## src/rtl/dip_led_if.sv

```systemverilog
// Switch/LED bundle between the board pins and the DIP/LED controller.
// The master side drives the switch levels and the mode; the slave side drives the LEDs and status.
interface dip_led_if #(
   parameter int N_SW = 24
);
   logic [N_SW-1:0] io_dip;
   logic [1:0]      mode;
   logic [N_SW-1:0] io_led;
   logic [N_SW-1:0] sw_db;
   logic            change;

   modport master (
      output io_dip,
      output mode,
      input  io_led,
      input  sw_db,
      input  change
   );

   modport slave (
      input  io_dip,
      input  mode,
      output io_led,
      output sw_db,
      output change
   );
endinterface

```

## src/rtl/dip_led_ctrl.sv

```systemverilog
// Synchronises and debounces N_SW DIP switches, then drives the LEDs in one of four modes:
// pass-through, toggle-latch, rising-edge count or blink.
module dip_led_ctrl #(
   parameter int N_SW            = 24,
   parameter int DEBOUNCE_CYCLES = 1000000,
   parameter int BLINK_DIV       = 25000000
) (
   input logic       clk,
   input logic       rst_n,
   dip_led_if.slave  bus
);
   localparam int CW = $clog2(DEBOUNCE_CYCLES + 1);
   localparam int PW = $clog2(BLINK_DIV + 1);
   localparam logic [CW-1:0] DB_LAST  = CW'(DEBOUNCE_CYCLES - 1);
   localparam logic [PW-1:0] PRE_LAST = PW'(BLINK_DIV - 1);

   function automatic logic [N_SW-1:0] popcount(input logic [N_SW-1:0] v);
      logic [N_SW-1:0] acc;
      acc = '0;
      for (int i = 0; i < N_SW; i++) begin
         acc = acc + N_SW'(v[i]);
      end
      return acc;
   endfunction

   logic [N_SW-1:0] sync1_q, sync1_d;
   logic [N_SW-1:0] sync2_q, sync2_d;
   logic [N_SW-1:0] sw_db_q, sw_db_d;
   logic [CW-1:0]   db_cnt_q [N_SW];
   logic [CW-1:0]   db_cnt_d [N_SW];
   logic            change_q, change_d;
   logic [N_SW-1:0] tog_q, tog_d;
   logic [N_SW-1:0] cnt_q, cnt_d;
   logic [PW-1:0]   pre_q, pre_d;
   logic            phase_q, phase_d;
   logic [N_SW-1:0] led_q, led_d;
   logic [N_SW-1:0] accept_s;
   logic [N_SW-1:0] rise_s;

   // Next-state logic: debounce, event derivation, toggle/count/blink state and LED mux.
   always_comb begin
      sync1_d  = bus.io_dip;
      sync2_d  = sync1_q;
      accept_s = '0;
      for (int i = 0; i < N_SW; i++) begin
         db_cnt_d[i] = '0;
         if (sync2_q[i] != sw_db_q[i]) begin
            if (db_cnt_q[i] == DB_LAST) begin
               accept_s[i] = 1'b1;
            end else begin
               db_cnt_d[i] = db_cnt_q[i] + CW'(1);
            end
         end else begin
            db_cnt_d[i] = '0;
         end
      end

      // An accept always flips the debounced bit, since sync and sw_db differ there.
      sw_db_d  = sw_db_q ^ accept_s;
      rise_s   = accept_s & sync2_q;
      change_d = |accept_s;
      tog_d    = tog_q ^ rise_s;
      cnt_d    = cnt_q + popcount(rise_s);

      if (pre_q == PRE_LAST) begin
         pre_d   = '0;
         phase_d = ~phase_q;
      end else begin
         pre_d   = pre_q + PW'(1);
         phase_d = phase_q;
      end

      case (bus.mode)
         2'd0:    led_d = sw_db_q;
         2'd1:    led_d = tog_q;
         2'd2:    led_d = cnt_q;
         2'd3:    led_d = sw_db_q & {N_SW{phase_q}};
         default: led_d = '0;
      endcase
   end

   // State registers with synchronous active-low reset.
   always_ff @(posedge clk) begin
      if (!rst_n) begin
         sync1_q  <= '0;
         sync2_q  <= '0;
         sw_db_q  <= '0;
         change_q <= 1'b0;
         tog_q    <= '0;
         cnt_q    <= '0;
         pre_q    <= '0;
         phase_q  <= 1'b1;
         led_q    <= '0;
         for (int i = 0; i < N_SW; i++) begin
            db_cnt_q[i] <= '0;
         end
      end else begin
         sync1_q  <= sync1_d;
         sync2_q  <= sync2_d;
         sw_db_q  <= sw_db_d;
         change_q <= change_d;
         tog_q    <= tog_d;
         cnt_q    <= cnt_d;
         pre_q    <= pre_d;
         phase_q  <= phase_d;
         led_q    <= led_d;
         for (int i = 0; i < N_SW; i++) begin
            db_cnt_q[i] <= db_cnt_d[i];
         end
      end
   end

   assign bus.io_led = led_q;
   assign bus.sw_db  = sw_db_q;
   assign bus.change = change_q;

endmodule

```

## src/flat_wrapper.sv

```systemverilog
// flat-port wrapper written by rule: the top's interface ports become plain ports
module dip_led_ctrl_flat 
#(
   parameter int N_SW            = 24,
   parameter int DEBOUNCE_CYCLES = 1000000,
   parameter int BLINK_DIV       = 25000000
)
  (clk, rst_n, bus_io_dip, bus_mode, bus_io_led, bus_sw_db, bus_change);
  dip_led_if #(.N_SW(N_SW)) bus_i ();
  input logic clk;
  input logic rst_n;
  input wire logic [$bits(bus_i.io_dip)-1:0] bus_io_dip;
  input wire logic [$bits(bus_i.mode)-1:0] bus_mode;
  output wire logic [$bits(bus_i.io_led)-1:0] bus_io_led;
  output wire logic [$bits(bus_i.sw_db)-1:0] bus_sw_db;
  output wire logic [$bits(bus_i.change)-1:0] bus_change;
  assign bus_i.io_dip = bus_io_dip;
  assign bus_i.mode = bus_mode;
  assign bus_io_led = bus_i.io_led;
  assign bus_sw_db = bus_i.sw_db;
  assign bus_change = bus_i.change;
  dip_led_ctrl #(.N_SW(N_SW), .DEBOUNCE_CYCLES(DEBOUNCE_CYCLES), .BLINK_DIV(BLINK_DIV)) u_core (.clk(clk), .rst_n(rst_n), .bus(bus_i));
endmodule
```

## config.mk

```make
export PLATFORM = sky130hd
export DESIGN_NAME = dip_led_ctrl_flat
export DESIGN_NICKNAME = d
export VERILOG_FILES = /design/src/rtl/dip_led_if.sv /design/src/rtl/dip_led_ctrl.sv /design/src/flat_wrapper.sv
export SDC_FILE = /design/constraint.sdc
export NUM_CORES = 1
export LEC_CHECK = 0
export ABC_AREA = 1
export BUFFER_PORTS_ARGS = -buffer_cell sky130_fd_sc_hd__buf_2
export CAP_MARGIN = 5
export CORE_ASPECT_RATIO = 1.2
export CORE_MARGIN = 10
export CORE_UTILIZATION = 65
export DETAILED_ROUTE_END_ITERATION = 12
export PLACE_DENSITY_LB_ADDON = 0.25
export SYNTH_ARGS = -nofsm -noshare
export SYNTH_HDL_FRONTEND = slang
export SYNTH_SLANG_ARGS = --single-unit
```

## constraint.sdc

```tcl
create_clock -name clk -period 9.5 [get_ports clk]
set_input_delay 0.475 -clock clk [delete_from_list [all_inputs] [get_ports clk]]
set_output_delay 0.475 -clock clk [all_outputs]
set_load 0.05 [all_outputs]
```

# Yosys cells after proc, flatten, opt, wreduce, memory -nomap -nowiden
# Memory sizes are Yosys's and may differ from the RTL's.
# Index checks and enable logic that the tools add are counted.
op_classes:
  shift: 0
  n_reduce_logical: 3
  n_mux: 123
  eq_ne: 52
  bitwise: 30
  div: 0
  addsub: 49
  order_cmp: 0
  n_mul: 0
op_table:
  columns: ["cell", "n"]
  rows:
  - ["$mux W20", 72]
  - ["$add A24 B1 Y24", 22]
  - ["$add A20 B1 Y20 const B", 24]
  - ["$eq A20 B20 Y1 const B", 24]
  - ["$pmux W24 S4", 1]
  - ["$mux W1", 50]
  - ["$and A24 B24 Y24", 2]
  - ["$xor A24 B24 Y24", 2]
  - ["$add A25 B1 Y25 const B", 1]
  - ["$eq A25 B25 Y1 const B", 1]
  - ["$add A24 B24 Y24", 1]
  - ["$ne A1 B1 Y1", 24]
  - ["$or A1 B1 Y1", 24]
  - ["$reduce_or A24 Y1", 1]
  - ["$eq A2 B2 Y1 const B", 2]
  - ["$add A1 B1 Y2", 1]
  - ["$eq A2 B1 Y1 const B", 1]
  - ["$logic_not A2 Y1", 1]
  - ["$not A1 Y1", 2]
  - ["$reduce_or A2 Y1", 1]
totals:
  n_memories: 1
  out_inout_bits: 49
  elab_cells: 267
  latch_bits: 0
  mem_bits_ro: 0
  register_bits: 171
  mem_bits_rw: 480
mem_list:
  columns: ["memory", "depth", "width", "rd", "rd_clocked_by_memory_dff", "write_ports", "line", "rtl"]
  rows:
  - ["u_core.db_cnt_q", 24, 20, 24, 0, 24, "dip_led_ctrl.sv:29", "logic [CW-1:0] db_cnt_q [N_SW];"]

# Longest topological paths before layout
# Gate-level depths: netlist of run 1.
# An unclocked memory read counts as a cell.
depth:
  depth_word: 29
  ltp_mapped: 28
  ltp_nobuf: 28

# Worst setup path before layout of run 1
# OpenSTA, ideal clock, no wires.
synth_path:
  path_type: "register to register"
  startpoint: "memory u_core.db_cnt_q[0][0] in the netlist's numbering"
  endpoint: "register u_core.cnt_q[18]"
  arrival_time_ns: 5.380
  t_required_ns: 9.384
  stages_incl_launch_ff: 27
  setup_time_ns: 0.116
  synth_period_minus_slack_ns: 5.496
  path_slack_ns: 4.004
  path_cell_list: "dfxtp_1 -> ha_1 -> nand2_1 -> nor2_2 -> nand2_1 -> nor2_1 -> nand2_1 -> nor3_2 -> ha_1 -> inv_1 -> fa_1 -> fa_1 -> fa_1 -> fa_1 -> fa_1 -> inv_1 -> ha_1 -> inv_1 -> fa_1 -> o21ai_1 -> a21oi_1 -> inv_1 -> nand2_1 -> nand2_1 -> nand2_1 -> o21ai_0 -> nor2_1"
synth_lines:
  columns: ["item", "line", "rtl"]
  rows:
  - ["start: declaration", "dip_led_ctrl.sv:29", null]
  - ["end signal: assignment", "dip_led_ctrl.sv:103", "cnt_q <= cnt_d;"]
  - ["end: declaration", "dip_led_ctrl.sv:33", "logic [N_SW-1:0] cnt_q, cnt_d;"]

==> metrics.yaml, run 1 <==
synth:
  syn-cell-area_um2: 30300
  yosys.area.top_type: "dfxtp_1"
  synth-seq-cells: 651
  avgSynthCellArea_um2: 7.42
  ys.flop_type: "dfxtp_1"
  syn_inst: 4083
  ys_types: 55
  yosysWarnings: 0
  ys_seq_area_frac: 0.430
  synthArstFlopShare: 0
  synth_commonest_cells: "nand2_1, dfxtp_1, inv_1"
  synthMostInstantiatedCell: "nand2_1"
  syn_nets: 4173
  synth.top_cell.area_share: 0.430
  synth_edf_count: 0
  synth.area.top_cells: "dfxtp_1, nand2_1, inv_1"
placed_design:
  place_congestion: 0.898
  hpwlAfterDp_um: 44300
  io_buffer_count: 76
  dpl.cell_count: 4726
detailed_routing:
  totalWireLength_um: 63800
  drcViolationCount: 0
  drt_iter0_markers: 1597
  vias_per_cell: 5.30
  antenna_left: 0
  vias: 25700
  first_pass_iters: 5
  routedWlPerCell_um: 13.2
sta:
  final-max-slew-violation-count: 0
  finalHoldViolations: 0
  tightest_slew_ns: 0.869
  finalSetupTns_ns: 0
  finalSetupViolCount: 0
  fin_crit_ns: 5.90
  max_freq_ghz: 0.169
  rsz0062_at_grt: "false"
  min_period_over_period: 0.621
  worst_clock_skew_ns: 0.0187
  slew_headroom: 0.419
cts:
  cts_resized: 0
  cts_setup_buffers: 0
  clk_latency_ns: 0.59
  clockBufferDepth: 3
  clk_pin_slew_ns: 0.06
  numCtsBuffers: 66
  h-tree-depth: 3
  clkSinkCount: 651
  hold_buffers: 0
  clockRootBuffer: "clkbuf_16"
  cts_tree: "yes"
power_and_ir_drop:
  ir_drop_mv: 0.181
  leakage_nw: 13.1
  powerDensity_nw_per_um2: 166
  totalPowerFinal_mw: 5.58
final_layout:
  fin_cells: 4843
  nNetsFinal: 4268
  register_area_um2: 13000
  fillers: 3695
  n_antenna_cell: 0
  multi_input_area_um2: 14800
  drive_gt1_frac: 0.0963
  area_delta_synth_final_pct: 10.7
worst_setup_path:
  cpPeakStageDelay_ns: 0.53
  cp-end-kind: "flop"
  worstPathCellList: "ha_1 -> nand2_1 -> nor2_2 -> nand2_1 -> nor2_1 -> nand2_1 -> nor3_2 -> ha_1 -> inv_1 -> fa_1 -> fa_1 -> fa_1 -> fa_1 -> fa_1 -> inv_1 -> ha_1 -> inv_1 -> fa_1 -> o21ai_1 -> a21oi_1 -> o21ai_2 -> nand2_1 -> o21ai_0 -> a21oi_1"
  worst_ep_arrival_time_ns: 6.37
  cp_slowest_cell: "fa_1"
  start_kind: "flop"
  path_delay_family: "adder cells"
  crit_buf_inv: 3
  crit_type: "flop to flop"
  crit_path_max_fanout: 5
  crit_top_cell: "fa_1"
  worstPathRequired_ns: 9.97
run_status:
  status: "finished, final reports clean"
global_route:
  grtUsageTotal: 0.225
  grt_max_degree: 62
  grt-ovfl-total: 0
  antenna_found_initial: 0
  grt_pass1_wl_um: 108000
  grt_pass1_vias: 24200
floorplan:
  start_util: 0.658
  die_width_um: 217
  fp.dieArea_um2: 55700
  die_h_um: 257
  coreArea_um2: 46100
  top_level_ports: 77
  rows: 86
hold_path:
  hold_class: "input port to flop"
run:
  max_cap_violations: 0
## stage by stage
stage	setup slack (ns)	instance area [um2]	utilization	hold slack, ns
global route	3.05	33500	0.728	0.0611
floorplan	4.00	30300	-	0.390
global placement	3.73	31200	0.678	0.395
CTS	3.59	33500	0.728	0.0426
detailed placement	3.60	31200	0.678	0.399
finish	3.60	33500	0.728	0.0683
## final timing paths
check	from	endpoint	slack (ns)	cells after the start
max	u_core.db_cnt_q[0][0]	u_core.cnt_q[16]	3.60	24
min	bus_io_dip[11]	u_core.sync1_q[11]	0.07	3
max reg2reg	u_core.db_cnt_q[0][0]	u_core.cnt_q[16]	3.60	24
min reg2reg	u_core.sync1_q[11]	u_core.sync2_q[11]	0.41	2
## per-layer routing
layer	routed length, um	track usage
met5	0	0
met1	27700	0.271
met4	1860	0.0857
met3	2870	0.0339
met2	31400	0.395
## cells in the final DEF (no fill, tap or decap), types with 6 or more instances in the layout
cell         n
clkbuf_16   71
or3_1        6
or2_2       45
nor3_1     102
nand3b_1     9
fa_1        18
ha_1        44
inv_1      583
nand2_1    756
xnor2_1     46
nor2_1     578
nand4_1    112
buf_4        7
or2_0       11
nor4_1      14
o21a_1      39
a21oi_1    269
clkinv_2     9
xor2_1     103
nor2_4      21
nand2_2     19
clkbuf_8    10
inv_2       13
o21ai_0    132
buf_2       75
clkbuf_1    16
bufinv_16    9
dfxtp_1    651
nand3_2     18
a211oi_1    22
nor3_2      29
and3_1       6
nor3b_1     53
a31oi_1     43
nor2_2      48
nand3_1    189
## tightest hold or removal path, stage by stage
cell and delay, ns:
buf_2 0.07, nand2_1 0.04, inv_1 0.04
## cell families after synthesis
| family | after synthesis | synth area share |
|---|---|---|
| xor+xnor | 149 | 0.0431 |
| buf+inv | 651 | 0.0830 |
| fa+ha+maj | 62 | 0.0301 |
| compound gates | 525 | 0.0953 |
| flops | 651 | 0.430 |
| simple gates | 2045 | 0.318 |
## flip-flops by register name (all words and copies together), names as in the netlist, named ones only
| register | flops |
|---|---|
| u_core.bus.change | 1 |
| u_core.bus.io_led | 24 |
| u_core.cnt_q | 24 |
| u_core.db_cnt_q | 480 |
| u_core.phase_q | 1 |
| u_core.pre_q | 25 |
| u_core.sync1_q | 24 |
| u_core.sync2_q | 24 |
| u_core.tog_q | 24 |
## cell type report
class                   count  area share
multi-input cells        2781       0.440
flip-flops and latches    651       0.389
inverters                 596      0.0667
clock buffers              97      0.0589
well taps                 616      0.0230
repair buffers             82      0.0128
clock inverters            20     0.00989
## where the power goes
| group | internal (mW) | switching [mW] | leakage [nW] |
|---|---|---|---|
| Combinational | 0.0208 | 0.0594 | 6.73 |
| Sequential | 2.74 | 0.00819 | 5.25 |
| Clock | 1.69 | 1.06 | 1.13 |
Note: power is estimated with default switching activity, not from simulation.
==> inputs of run 2 (changes only) <==
--- a/config.mk
+++ b/config.mk
@@ -5,12 +5,12 @@
 export SDC_FILE = /design/constraint.sdc
 export NUM_CORES = 1
 export LEC_CHECK = 0
-export ABC_AREA = 1
+export ABC_AREA = 0
 export BUFFER_PORTS_ARGS = -buffer_cell sky130_fd_sc_hd__buf_2
 export CAP_MARGIN = 5
 export CORE_ASPECT_RATIO = 1.2
 export CORE_MARGIN = 10
-export CORE_UTILIZATION = 65
+export CORE_UTILIZATION = 62
 export DETAILED_ROUTE_END_ITERATION = 12
 export PLACE_DENSITY_LB_ADDON = 0.25
 export SYNTH_ARGS = -nofsm -noshare
==> constraint.sdc (replaced) <==
create_clock -name clk -period 5.95 [get_ports clk]
set_input_delay 0.2975 -clock clk [delete_from_list [all_inputs] [get_ports clk]]
set_output_delay 0.2975 -clock clk [all_outputs]
set_load 0.05 [all_outputs]
==> run 2 against run 1 <==
The run now ends with negative setup slack left. Highest routed layer unchanged. Combinational power grew 47%. Flip-flop and latch count is the same. Wire length shrank 3.0%. Critical path type unchanged. Count of clock-buffer cells in the layout shrank 7. Largest cell class unchanged.
==> metrics.yaml, run 2 <==
worst_setup_path:
  cp_slowest_cell: "or4_4"
  worst_ep_arrival_time_ns: 6.93  # +0.56 ns
  crit_type: "flop to flop"
  worstPathRequired_ns: 6.41  # -3.56 ns
  crit_top_cell: "fa_1"
  cp-end-kind: "flop"
  path_delay_family: "adder cells"
  cpPeakStageDelay_ns: 0.55  # +0.02 ns
  crit_path_max_fanout: 5  # unchanged
  start_kind: "flop"
  worstPathCellList: "or4b_1 -> or4_4 -> or2_4 -> or3b_4 -> fa_1 -> inv_2 -> fa_1 -> inv_2 -> fa_1 -> fa_1 -> fa_1 -> inv_1 -> ha_2 -> inv_2 -> fa_2 -> nor2b_4 -> o21a_4 -> o21ai_4 -> a2111oi_4 -> xnor2_1 -> nor2_1"
  crit_buf_inv: 4  # +1
run_status:
  status: "finished, violations left"
  violations: "negative setup slack"
global_route:
  grt_max_degree: 76  # +23%
  grt-ovfl-total: 0  # unchanged
  grt_pass1_wl_um: 104000  # -4.2%
  use_met1: 0.268  # -0.00240
  grtUsageTotal: 0.229  # +0.00375
  use_met3: 0.0389  # +0.00503
  met2_usage: 0.404  # +0.00865
  grt_pass1_vias: 22000  # -8.9%
  antenna_found_initial: 1  # +1
  busiest_layer: "met2"
power_and_ir_drop:
  totalPowerFinal_mw: 8.96  # +61%
  leakage_nw: 11.6  # -11%
  powerDensity_nw_per_um2: 277  # +66%
  ir_drop_mv: 0.241  # +33%
synth:
  synth_edf_count: 0  # unchanged
  ys.flop_type: "dfxtp_1"
  synthMostInstantiatedCell: "nor2_1"
  synthArstFlopShare: 0  # unchanged
  yosys.area.top_type: "dfxtp_1"
  synth.area.top_cells: "dfxtp_1, xor2_1, nor2_1"
  syn_inst: 3085  # -24%
  syn_nets: 3175  # -24%
  yosysWarnings: 0  # unchanged
  synth.top_cell.area_share: 0.471  # +0.0404
  synth-seq-cells: 651  # unchanged
  syn-cell-area_um2: 27700  # -8.6%
  ys_seq_area_frac: 0.471  # +0.0404
  avgSynthCellArea_um2: 8.98  # +21%
  ys_types: 59  # +7.3%
  synth_commonest_cells: "nor2_1, dfxtp_1, xor2_1"
final_layout:
  fin_area_um2: 32300  # -3.5%
  top_register: "u_core.db_cnt_q"
  final_cell_mix: "nor2_1, dfxtp_1, xor2_1"
  area_delta_synth_final_pct: 16.8
  largestRegisters: "u_core.db_cnt_q: 480 flops, u_core.pre_q: 25 flops"
  n_antenna_cell: 0  # unchanged
  multi_input_area_um2: 14300  # -3.0%
  layout_commonest_cell: "nor2_1"
  nNetsFinal: 3403  # -20%
  drive_gt1_frac: 0.116  # +0.0196
  register_area_um2: 13000  # about the same
  largest_reg_flops: 480  # unchanged
  fillers: 3127  # -15%
cts:
  cts_tree: "yes"
  numCtsBuffers: 66  # unchanged
  clockRootBuffer: "clkbuf_16"
  clkSinkCount: 651  # unchanged
  clk_latency_ns: 0.60  # about the same
  clockBufferDepth: 3  # unchanged
  h-tree-depth: 3  # unchanged
  clk_pin_slew_ns: 0.06  # about the same
sta:
  slew_headroom: 0.170  # -0.249
  rsz0062_at_grt: "true"
  final-max-slew-violation-count: 0  # unchanged
  min_period_over_period: 1.09  # +0.467
  worst_clock_skew_ns: 0.0234  # +0.00473 ns
  tightest_slew_ns: 1.24  # +0.370 ns
  finalHoldViolations: 0  # unchanged
  setup_slack_ns: -0.522  # -4.12 ns
  max_freq_ghz: 0.155  # -8.8%
  fin_crit_ns: 6.47  # +0.571 ns
  finalSetupViolCount: 21  # +21
floorplan:
  die_h_um: 252  # -1.9%
  die_width_um: 213  # -1.9%
  start_util: 0.629  # -0.0289
  top_level_ports: 77  # unchanged
  fp.dieArea_um2: 53600  # -3.8%
  coreArea_um2: 44000  # -4.4%
  rows: 84  # -2.3%
hold_path:
  hold_class: "input port to flop"
placed_design:
  io_buffer_count: 76  # unchanged
  placed_cell_area_um2: 29500  # -5.4%
  place_congestion: 0.843  # -6.1%
  hpwlAfterDp_um: 42300  # -4.7%
detailed_routing:
  drt_iter0_markers: 1478  # -7.5%
  vias: 21900  # -15%
  totalWireLength_um: 61900  # -3.0%
  first_pass_iters: 9  # +4
  drcViolationCount: 0  # unchanged
  routedWlPerCell_um: 15.8  # +20%
  vias_per_cell: 5.59  # +5.4%
  antenna_left: 0  # unchanged
run:
  max_cap_violations: 0  # unchanged
[run 2: cell types whose count changed after synthesis, moves of 47 or more]
cell	before	now
clkbuf_1	12	72
inv_1	583	73
and4_1	0	50
and3_1	6	60
xor2_1	103	300
and2_1	0	75
nand2_1	756	214
nor2_1	580	652
a21oi_1	269	42
xnor2_1	46	189
nor3_1	102	55
o21ai_0	132	35
[run 2: path summary, 6_finish.rpt]
kind | startpoint | end | slack (ns) | depth (start not counted)
setup / recovery | u_core.db_cnt_q[3][12] | u_core.cnt_q[14] | -0.52 | 21
hold / removal | bus_mode[1] | u_core.bus.io_led[19] | 0.33 | 4
setup reg to reg | u_core.db_cnt_q[3][12] | u_core.cnt_q[14] | -0.52 | 21
hold reg to reg | u_core.sync1_q[21] | u_core.sync2_q[21] | 0.43 | 1
[run 2: cell families (layout without fill, tap and decap cells)]
group / Yosys count / after routing / synth area share
and+or+nand+nor: 1586 / 1586 / 0.284
buffers and inverters: 152 / 431 / 0.0215
AOI/OAI and AO/OA: 126 / 127 / 0.0298
adders and majority gates: 62 / 62 / 0.0329
muxes: 19 / 19 / 0.00687
xor gates and xnor gates: 489 / 489 / 0.155
DFF: 651 / 651 / 0.471
[run 2: metrics by stage]
| step | setup slack [ns] | util | hold WS (ns) | cells | setup TNS (ns) |
|---|---|---|---|---|---|
| 4_1_cts | -0.468 | 0.732 | 0.308 | 3918 | -7.12 |
| 3_5_place_dp | -0.575 | 0.671 | 0.419 | 3768 | -7.82 |
| 2_1_floorplan | -0.240 | - | 0.412 | 3085 | -1.95 |
| 6_report | -0.522 | 0.735 | 0.328 | 3924 | -6.47 |
| 5_1_grt | -0.686 | 0.735 | 0.372 | 3924 | -11.26 |
| 3_3_place_gp | -0.457 | 0.671 | 0.414 | 3768 | -4.62 |
[run 2: final cells by class]
class | count | area share
inverter | 74 | 0.00863
sequential | 651 | 0.403
multi-input combinational | 2283 | 0.442
timing repair buffer | 237 | 0.0513
clock buffer | 90 | 0.0599
tap | 559 | 0.0216
clock inverter | 30 | 0.0131
[run 2: power by group]
| part | total (mW) | internal [mW] | leakage (nW) | switching, mW |
|---|---|---|---|---|
| clock | 4.44 | 2.73 | 1.15 | 1.72 |
| sequential | 4.39 | 4.38 | 5.26 | 0.0145 |
| combinational | 0.118 | 0.0389 | 5.23 | 0.0791 |
[run 2: timing repair]
item                                   CTS  global route
hold buffers                            24             0
endpoints found under the hold margin   24             0
gates resized for setup                 13            17
cloned                                   1             0
setup buffers                            5             6
setup endpoints to repair               21            22
pin swaps                                7             7
[run 2: layer usage]
layer	vias to the layer above	share of wire
met3	106	0.045
met2	462	0.50
met1	10500	0.42
met4	0	0.032
met5	-	0
li1	10900	-
[run 2: worst register-to-register path: stages, from the launching register on]
cell,delay (ns)
dfxtp_2,0.31
or4b_1,0.53
or4_4,0.55
or2_4,0.26
or3b_4,0.42
fa_1,0.51
inv_2,0.04
fa_1,0.52
inv_2,0.04
fa_1,0.55
fa_1,0.43
fa_1,0.44
inv_1,0.07
ha_2,0.19
inv_2,0.05
fa_2,0.38
nor2b_4,0.15
o21a_4,0.18
o21ai_4,0.12
a2111oi_4,0.36
xnor2_1,0.17
nor2_1,0.06
